File: src/rtl/tx_feeder_pkg.sv
// ============================================================================
// Module      : tx_feeder_pkg
// Description : Shared UART constants and feeder state encoding.
// Revision    : 1.0 - initial release
// ============================================================================
`default_nettype none

package tx_feeder_pkg;

  // Transmitter byte width and frame length (start + 8 data + parity + stop).
  localparam int DATA_WIDTH     = 8;
  localparam int UART_FRAME_LEN = 11;

  typedef enum logic [0:0] {
    ST_IDLE = 1'b0,
    ST_BUSY = 1'b1
  } feeder_state_e;

endpackage

`default_nettype wire

File: src/rtl/tx_feeder_sync_fifo.sv
// ============================================================================
// Module      : tx_feeder_sync_fifo
// Description : Synchronous FIFO with wrap-bit pointers and registered overflow
//               pulse. Optional ALMOST_FULL under TX_FEEDER_ALMOST_FULL_EN.
// Revision    : 1.0 - initial release
// ============================================================================
`default_nettype none

module tx_feeder_sync_fifo
  import tx_feeder_pkg::*;
#(
  parameter int DEPTH = 8,
  parameter int WIDTH = DATA_WIDTH
`ifdef TX_FEEDER_ALMOST_FULL_EN
  , parameter int AF_LEVEL = DEPTH - 2
`endif
) (
  input  logic                     clk,
  input  logic                     rst_n,
  input  logic                     wr_en,
  input  logic [WIDTH-1:0]         wr_data,
  input  logic                     rd_en,
  output logic [WIDTH-1:0]         rd_data,
  output logic                     full,
  output logic                     empty,
  output logic [$clog2(DEPTH):0]   count,
  output logic                     overflow
`ifdef TX_FEEDER_ALMOST_FULL_EN
  , output logic                   almost_full
`endif
);

  localparam int AW = $clog2(DEPTH);

  logic [WIDTH-1:0] mem_q [DEPTH];
  logic [AW:0]      wr_ptr_q, wr_ptr_d;
  logic [AW:0]      rd_ptr_q, rd_ptr_d;
  logic             overflow_q, overflow_d;
  logic             push, pop;

  assign full    = (wr_ptr_q[AW] != rd_ptr_q[AW]) && (wr_ptr_q[AW-1:0] == rd_ptr_q[AW-1:0]);
  assign empty   = (wr_ptr_q == rd_ptr_q);
  assign count   = wr_ptr_q - rd_ptr_q;
  assign rd_data = mem_q[rd_ptr_q[AW-1:0]];

  // A write seen while full is dropped even if a pop frees a slot this edge.
  always_comb begin
    push       = wr_en && !full;
    pop        = rd_en && !empty;
    wr_ptr_d   = wr_ptr_q + {{AW{1'b0}}, push};
    rd_ptr_d   = rd_ptr_q + {{AW{1'b0}}, pop};
    overflow_d = wr_en && full;
  end

  always_ff @(posedge clk or negedge rst_n) begin
    if (!rst_n) begin
      wr_ptr_q   <= '0;
      rd_ptr_q   <= '0;
      overflow_q <= 1'b0;
    end else begin
      wr_ptr_q   <= wr_ptr_d;
      rd_ptr_q   <= rd_ptr_d;
      overflow_q <= overflow_d;
    end
  end

  always_ff @(posedge clk) begin
    if (push) begin
      mem_q[wr_ptr_q[AW-1:0]] <= wr_data;
    end
  end

  assign overflow = overflow_q;

`ifdef TX_FEEDER_ALMOST_FULL_EN
  logic        almost_full_q, almost_full_d;
  logic [AW:0] count_d;

  always_comb begin
    count_d       = wr_ptr_d - rd_ptr_d;
    almost_full_d = (int'(count_d) >= AF_LEVEL);
  end

  always_ff @(posedge clk or negedge rst_n) begin
    if (!rst_n) begin
      almost_full_q <= 1'b0;
    end else begin
      almost_full_q <= almost_full_d;
    end
  end

  assign almost_full = almost_full_q;
`endif

endmodule

`default_nettype wire

File: src/rtl/tx_feeder.sv
// ============================================================================
// Module      : tx_feeder
// Description : FIFO-buffered launch sequencer for the UART transmitter; one
//               TX_START strobe per frame, spaced FRAME_LEN+IDLE_GAP cycles.
//               Optional ALMOST_FULL output under TX_FEEDER_ALMOST_FULL_EN.
// Revision    : 1.0 - initial release
// ============================================================================
`default_nettype none

module tx_feeder
  import tx_feeder_pkg::*;
#(
  parameter int DEPTH     = 8,
  parameter int FRAME_LEN = UART_FRAME_LEN,
  parameter int IDLE_GAP  = 1
`ifdef TX_FEEDER_ALMOST_FULL_EN
  , parameter int AF_LEVEL = DEPTH - 2
`endif
) (
  input  logic                    TX_CLK,
  input  logic                    TX_RST_N,
  input  logic                    WR_EN,
  input  logic [DATA_WIDTH-1:0]   WR_DATA,
  output logic                    FULL,
  output logic                    EMPTY,
  output logic [$clog2(DEPTH):0]  COUNT,
  output logic                    OVERFLOW,
  output logic                    BUSY,
  output logic [DATA_WIDTH-1:0]   DATA_IN,
  output logic                    TX_START
`ifdef TX_FEEDER_ALMOST_FULL_EN
  , output logic                  ALMOST_FULL
`endif
);

  localparam int PERIOD = FRAME_LEN + IDLE_GAP;
  localparam int CW     = (PERIOD > 1) ? $clog2(PERIOD) : 1;
  localparam logic [CW-1:0] CNT_RELOAD = CW'(PERIOD - 1);

  feeder_state_e         state_q, state_d;
  logic [CW-1:0]         cnt_q, cnt_d;
  logic [DATA_WIDTH-1:0] data_in_q, data_in_d;
  logic                  tx_start_q, tx_start_d;
  logic                  launch;
  logic [DATA_WIDTH-1:0] fifo_head;
  logic                  fifo_empty;

  tx_feeder_sync_fifo #(
    .DEPTH       (DEPTH),
    .WIDTH       (DATA_WIDTH)
`ifdef TX_FEEDER_ALMOST_FULL_EN
    , .AF_LEVEL  (AF_LEVEL)
`endif
  ) u_fifo (
    .clk         (TX_CLK),
    .rst_n       (TX_RST_N),
    .wr_en       (WR_EN),
    .wr_data     (WR_DATA),
    .rd_en       (launch),
    .rd_data     (fifo_head),
    .full        (FULL),
    .empty       (fifo_empty),
    .count       (COUNT),
    .overflow    (OVERFLOW)
`ifdef TX_FEEDER_ALMOST_FULL_EN
    , .almost_full (ALMOST_FULL)
`endif
  );

  // cnt reaching zero marks the last cycle of the frame plus its idle gap.
  always_comb begin
    state_d    = state_q;
    cnt_d      = cnt_q;
    data_in_d  = data_in_q;
    tx_start_d = 1'b0;
    launch     = !fifo_empty && ((state_q == ST_IDLE) || (cnt_q == '0));

    if (launch) begin
      data_in_d  = fifo_head;
      tx_start_d = 1'b1;
      cnt_d      = CNT_RELOAD;
      state_d    = ST_BUSY;
    end else if (state_q == ST_BUSY) begin
      if (cnt_q != '0) begin
        cnt_d = cnt_q - CW'(1);
      end else begin
        state_d = ST_IDLE;
      end
    end
  end

  always_ff @(posedge TX_CLK or negedge TX_RST_N) begin
    if (!TX_RST_N) begin
      state_q    <= ST_IDLE;
      cnt_q      <= '0;
      data_in_q  <= '0;
      tx_start_q <= 1'b0;
    end else begin
      state_q    <= state_d;
      cnt_q      <= cnt_d;
      data_in_q  <= data_in_d;
      tx_start_q <= tx_start_d;
    end
  end

  assign EMPTY    = fifo_empty;
  assign BUSY     = (state_q == ST_BUSY);
  assign DATA_IN  = data_in_q;
  assign TX_START = tx_start_q;

endmodule

`default_nettype wire

File: config.mk
export PLATFORM = sky130hd
export DESIGN_NAME = tx_feeder
export DESIGN_NICKNAME = d
export VERILOG_FILES = /design/src/rtl/tx_feeder_pkg.sv /design/src/rtl/tx_feeder_sync_fifo.sv /design/src/rtl/tx_feeder.sv
export SDC_FILE = /design/constraint.sdc
export NUM_CORES = 1
export LEC_CHECK = 0
export CORE_ASPECT_RATIO = 1.75
export CORE_UTILIZATION = 45
export DETAILED_ROUTE_END_ITERATION = 8
export PLACE_DENSITY = 0.74
export SYNTH_ARGS = -nofsm -noshare
export SYNTH_HDL_FRONTEND = slang
export SYNTH_SLANG_ARGS = --single-unit
File: constraint.sdc
create_clock -name TX_CLK -period 3.1 [get_ports TX_CLK]
set_clock_uncertainty 0.15 [all_clocks]
set_input_delay 0.62 -clock TX_CLK [delete_from_list [all_inputs] [get_ports TX_CLK]]
set_output_delay 0.62 -clock TX_CLK [all_outputs]
set_load 0.1 [all_outputs]
==> summary.md, run 1 <==
| Metric | Value |
|---|---|
| Status | `finished clean` |
| Area grow syn2layout | `21.66%` |
| WS Path Type | `reg2out` |
| Seq/Total Area, Yosys | `between 70% and 80%` |
| HPWL Detailed | `approximately 4500 µm` |
| DR vias | `a little under 2000` |
| DRC Markers | `0` |
| Port Buffers | `27` |
| RSZ-0062 raised after global routing | `false` |
| CP Data Arrival Time | `1950 ps` |
| Drt via density | `between 5 and 6` |
| Clk_lat worst skew | `approximately 340 ps` |
| CP required | `~2300 ps` |
| Synth Area per Inst | `approximately 17 µm²` |
| Total congestion overflow | `0` |
| CTS Sinks | `between 80 and 90` |
| ANT cells | `0` |
| Mean routed wirelength per cell | `approximately 19 µm` |
| # nets final | `about 270` |
| Final WS setup | `between 300 and 400 ps` |
| Clock Path Buffers | `2` |
| Final Max Tran Viols | `0` |
| I/O pins | `28` |
| Mapped Cells | `208` |
| Layout cells sized above 1 | `approximately 25%` |
| Starting Density | `about 46%` |
| Placed Instances | `about 320` |
| Max-cap violations | `0` |
| Die X | `between 60 and 70 µm` |
| Crit. End Element | `output port` |
| First-pass GRT wire length | `10410 µm` |
| DP Worst Slack | `512.4 ps` |
| Critical path launch point type | `flop` |
| Final core utilization | `56.55%` |
| Placer Congestion | `approximately 0.81` |
| Finished Layout Cells | `340` |
| Die span in y | `119.0 µm` |
| Hold Fails Final Rpt | `0` |
| Cell variety after synth | `33` |
| Largest net degree at the start of global routing | `24` |
| GRT Total Usage | `approximately a fifth` |
| Commonest non-fill, non-tap cell in the layout | `edfxtp_1` |
| Final period util | `between 80% and 90%` |
| Hold_ws | `~350 ps` |
| CTS tree | `done` |
| 1st-pass router iterations | `4` |
| Initial antenna violation count | `0` |
| Final setup viols | `0` |
| Ys Warns | `0` |
| DR iter-0 viols | `96` |
| Cts bufs inserted | `9` |
| # fillers | `about 580` |
| FP Rows | `42` |
| Flops & latches, synth | `just under 90` |
| Post-Syn Nets | `approximately 230` |
| CTS root buf | `clkbuf_16` |
| Reg clk slew, reported paths | `approximately 60 ps` |
| Post-CTS Setup Bufs | `0` |
| Max Freq | `between 300 and 400 MHz` |
| Die area | `about 0.0082 mm²` |
| Min Tclk post-route | `~2700 ps` |
| CORE AREA | `~0.0076 mm²` |
| Post-CTS Resized | `0` |
| Vias in the first global route | `2034` |
| ANT nets after route | `0` |
| Relative slew slack | `approximately 46%` |
| Largest fanout on the critical path | `9` |
| Dominant synthesized flop cell | `edfxtp_1` |
| Asr flop ratio synth | `between 20% and 30%` |
| DRT Wirelength | `between 6000 and 7000 µm` |
| CTS H-tree depth | `3` |
| Worst Tran Pin Value | `813.2 ps` |
| Post-synth EDFFs | `64` |
| Mapped cell area | `around 0.0035 mm²` |
| Hold WC Path Type | `reg2reg` |
| Commonest non-fill, non-tap cells in the layout | `edfxtp_1, dfrtp_1, nand2_1, buf_4, mux4_2` |
| Hold buffers post-CTS | `0` |
==> metrics by stage <==
stage	instance area (µm²)	setup TNS, ps
finish	4279	0
global route	4279	0
CTS	4279	0
detailed placement	3966	0
global placement	3966	0
floorplan	3537	-287.7
==> critical path, cell delays in order, from the launching register on <==
cell	delay [ps]
dfrtp_1	530
ha_1	320
a21o_1	170
a21oi_1	230
xnor2_2	160
buf_12	200
==> cell usage after synthesis (2+ instances only) <==
master / number / area [µm²]
edfxtp_1: 64 / 1922
dfrtp_1: 23 / 575.6
nand2_1: 20 / 75.07
nor2_1: 17 / 63.81
mux4_2: 16 / 360.4
a31oi_1: 9 / 56.30
ha_1: 9 / 112.6
inv_1: 6 / 22.52
xnor2_1: 4 / 35.03
xor2_1: 4 / 35.03
clkbuf_1: 3 / 11.26
nand2b_1: 3 / 18.77
nand3_1: 3 / 15.01
nor3_1: 3 / 15.01
and3_1: 2 / 12.51
buf_2: 2 / 10.01
buf_6: 2 / 22.52
o211ai_1: 2 / 15.01
o21ai_0: 2 / 10.01
==> metal layers <==
layer / global-route usage [%] / wire length, µm
met4: 11.86 / 240
met2: 32.78 / 3727
met5: 0 / 0
met3: 3.831 / 212
met1: 19.57 / 2390
==> final cells by class <==
class                   count  area, µm²  share of cell area (%)
clock inverters             7      87.58                   2.047
multi-input cells         106      962.2                   22.49
well taps                  88      110.1                   2.573
inverters                   7      26.28                  0.6140
repair buffers             36      370.4                   8.655
flip-flops and latches     87       2497                   58.36
clock buffers               9      225.2                   5.263
==> sequential cells by signal, summed over array words and instances, names as in the netlist <==
register,cells
u_fifo.mem_q,64
u_fifo.rd_ptr_q,4
BUSY,1
u_fifo.wr_ptr_q,4
cnt_q,4
u_fifo.overflow,1
TX_START,1
DATA_IN,8
==> logic make-up (layout without fill, tap and decap cells) <==
logic type               count (synthesis)  after routing  share of synthesized area [%]
multiplexers                            16             16                          10.25
buffers and inverters                   15             59                          2.205
flip-flops                              87             87                          71.01
AO/OA/AOI/OAI                           21             21                          4.482
AND/OR/NAND/NOR                         51             51                          6.297
adder cells (fa/ha/maj)                 10             10                          3.771
XOR/XNOR                                 8              8                          1.992
==> path summary, 6_finish.rpt <==
kind | end | depth (start not counted) | startpoint | slack [ps]
max reg2reg | u_fifo.mem_q[2][0] | 4 | u_fifo.wr_ptr_q[2] | 600
max | COUNT[3] | 5 | u_fifo.wr_ptr_q[1] | 380
min in group asynchronous | u_fifo.rd_ptr_q[2] | 2 | TX_RST_N | 490
min reg2reg | cnt_q[3] | 1 | cnt_q[3] | 350
max in group asynchronous | DATA_IN[7] | 2 | TX_RST_N | 2070
min | cnt_q[3] | 1 | cnt_q[3] | 350
Power of run 1 is not shown: default switching activity piles up to over one toggle a cycle in this logic, so the estimate is an artifact.
==> run 2, diff against run 1 <==
--- a/config.mk
+++ b/config.mk
@@ -5,10 +5,13 @@
 export SDC_FILE = /design/constraint.sdc
 export NUM_CORES = 1
 export LEC_CHECK = 0
+export ABC_CLOCK_PERIOD_IN_PS = 3100
 export CORE_ASPECT_RATIO = 1.75
 export CORE_UTILIZATION = 45
 export DETAILED_ROUTE_END_ITERATION = 8
 export PLACE_DENSITY = 0.74
+export SETUP_SLACK_MARGIN = 0.1
+export SKIP_LAST_GASP = 1
 export SYNTH_ARGS = -nofsm -noshare
 export SYNTH_HDL_FRONTEND = slang
 export SYNTH_SLANG_ARGS = --single-unit
==> run 2 against run 1 <==
Against the previous run: setup slack got worse by 45 ps; global-route usage decreased by 0.49 points; non-clock buffer count unchanged; sequential cell count unchanged; routed wire length decreased by 2.1%; design area decreased by 0.29%; critical path depth increased by 1; final cell count unchanged; clock-buffer cell count unchanged; utilization decreased by 0.17 points; register-to-register slack improved by 40 ps; first-iteration DRC count increased by 15%.
==> summary.md, run 2 (synthesis results as in run 1) <==
| Metric | Value |
|---|---|
| Port Buffers | `27 (unchanged)` |
| WS Path Type | `reg2out (unchanged)` |
| Placer Congestion | `0.7997 (was 0.8103)` |
| Hold Fails Final Rpt | `0 (unchanged)` |
| Final period util | `89.17% (was 87.71%)` |
| Worst Tran Pin Value | `724.3 ps (was 813.2 ps)` |
| CTS H-tree depth | `3 (unchanged)` |
| Final Max Tran Viols | `0 (unchanged)` |
| Largest fanout on the critical path | `11 (was 9)` |
| I/O pins | `28 (unchanged)` |
| Largest register FFs | `64 (unchanged)` |
| DRT Wirelength | `6430 µm (was 6570 µm)` |
| Drt via density | `5.462 (was 5.650)` |
| DR vias | `1857 (was 1921)` |
| ANT nets after route | `0 (unchanged)` |
| CORE AREA | `0.007567 mm² (unchanged)` |
| Vias in the first global route | `1955 (was 2034)` |
| Area grow syn2layout | `21.31% (was 21.66%)` |
| GRT Total Usage | `18.38% (was 18.87%)` |
| Grt peak-use layer | `met2 (unchanged)` |
| Capturing point of the worst reg2reg path | `u_fifo.mem_q[5][0] (was u_fifo.mem_q[2][0])` |
| Starting Density | `46.48% (unchanged)` |
| RSZ-0062 raised after global routing | `false (unchanged)` |
| Final non-filler cell area | `0.004267 mm² (was 0.004279 mm²)` |
| Hold path depth | `1 (unchanged)` |
| Mean routed wirelength per cell | `18.91 µm (was 19.32 µm)` |
| Worst hold path endpoint | `cnt_q[3] (unchanged)` |
| ANT cells | `0 (unchanged)` |
| Max Freq | `361.7 MHz (was 367.8 MHz)` |
| Status | `finished clean (unchanged)` |
| CTS root buf | `clkbuf_16 (unchanged)` |
| Total congestion overflow | `0 (unchanged)` |
| Initial antenna violation count | `0 (unchanged)` |
| Relative slew slack | `51.54% (was 45.58%)` |
| Clock Path Buffers | `2 (unchanged)` |
| Worst R2R Path Depth | `5 (was 4)` |
| CTS Sinks | `87 (unchanged)` |
| Worst Hold Launch | `cnt_q[3] (unchanged)` |
| Max-cap violations | `0 (unchanged)` |
| Clk_lat worst skew | `330 ps (was 340 ps)` |
| Layout cells sized above 1 | `25.40% (was 24.60%)` |
| Hold WC Path Type | `reg2reg (unchanged)` |
| DRC Markers | `0 (unchanged)` |
| CP Data Arrival Time | `1990 ps (was 1950 ps)` |
| Reg2Reg Setup Slack | `640 ps (was 600 ps)` |
| First-pass GRT wire length | `10360 µm (was 10410 µm)` |
| Placed Instances | `324 (unchanged)` |
| Reg clk slew, reported paths | `60 ps (about the same)` |
| DR iter-0 viols | `110 (was 96)` |
| Critical path launch point type | `flop (unchanged)` |
| FP Rows | `42 (unchanged)` |
| Placed Area | `0.003976 mm² (was 0.003966 mm²)` |
| HPWL Detailed | `4631 µm (was 4507 µm)` |
| Die X | `68.83 µm (unchanged)` |
| CTS tree | `done (unchanged)` |
| Die area | `0.008187 mm² (unchanged)` |
| Crit. End Element | `output port (unchanged)` |
| GR Util met1 | `21.98% (was 19.57%)` |
| Post-CTS Setup Bufs | `0 (unchanged)` |
| Commonest non-fill, non-tap cells in the layout | `edfxtp_1, dfrtp_1, nand2_1, buf_4, mux4_2 (unchanged)` |
| Worst r2r src | `u_fifo.rd_ptr_q[1] (was u_fifo.wr_ptr_q[2])` |
| Commonest non-fill, non-tap cell in the layout | `edfxtp_1 (unchanged)` |
| GR Util met3 | `4.885% (was 3.831%)` |
| GR Util met2 | `30.45% (was 32.78%)` |
| # nets final | `268 (unchanged)` |
| 1st-pass router iterations | `4 (unchanged)` |
| CP required | `2330 ps (about the same)` |
| Min Tclk post-route | `2764 ps (was 2719 ps)` |
| Cts bufs inserted | `9 (unchanged)` |
| Die span in y | `119.0 µm (unchanged)` |
| Finished Layout Cells | `340 (unchanged)` |
| Final setup viols | `0 (unchanged)` |
| Largest net degree at the start of global routing | `24 (unchanged)` |
run 2: worst max path at each step:
stage	startpoint	to	slack (ps)
after floorplan	u_fifo.rd_ptr_q[1]	COUNT[3]	-30
after global placement	u_fifo.rd_ptr_q[1]	COUNT[3]	570
after detailed placement	u_fifo.rd_ptr_q[1]	u_fifo.mem_q[7][3]	490
after CTS	u_fifo.rd_ptr_q[1]	COUNT[3]	200
after global routing	u_fifo.rd_ptr_q[1]	COUNT[3]	170
final	u_fifo.rd_ptr_q[1]	COUNT[3]	340
run 2: final cells by class:
class,instances,area [µm²]
well taps,88,110.1
clock inverters,7,63.81
clock buffers,9,225.2
flip-flops and latches,87,2499
fillers,600,3301
inverters,7,26.28
multi-input cells,106,972.2
repair buffers,36,370.4
run 2: what timing repair did:
| item | CTS | global route |
|---|---|---|
| hold buffers | 0 | 0 |
| resized for setup | 0 | 1 |
| endpoints found under the hold margin | 0 | 0 |
| setup endpoints to repair | 0 | 2 |
run 2: per-layer routing:
metal	wire, µm	vias to the layer above
met5	0	-
met1	2478	933
li1	-	865
met3	234	12
met4	116	0
met2	3601	47
run 2: through the flow:
step	hold WS, ps	TNS [ps]	utilization [%]	setup WS [ps]
5_1_grt	383.1	0	56.38	169.9
2_1_floorplan	174.4	-34.67	-	-34.67
3_3_place_gp	321.2	0	52.55	567.3
4_1_cts	342.3	0	56.37	200.0
3_5_place_dp	330.6	0	52.55	491.7
6_report	337.8	0	56.38	335.6
run 2: critical path, cell delays in order, from the launching register on:
cell and delay, ps:
dfrtp_2 470, clkinv_1 110, ha_1 330, a21o_1 170, a21oi_1 220, xnor2_2 160, buf_12 200
Power of run 2 is left out for the same reason.
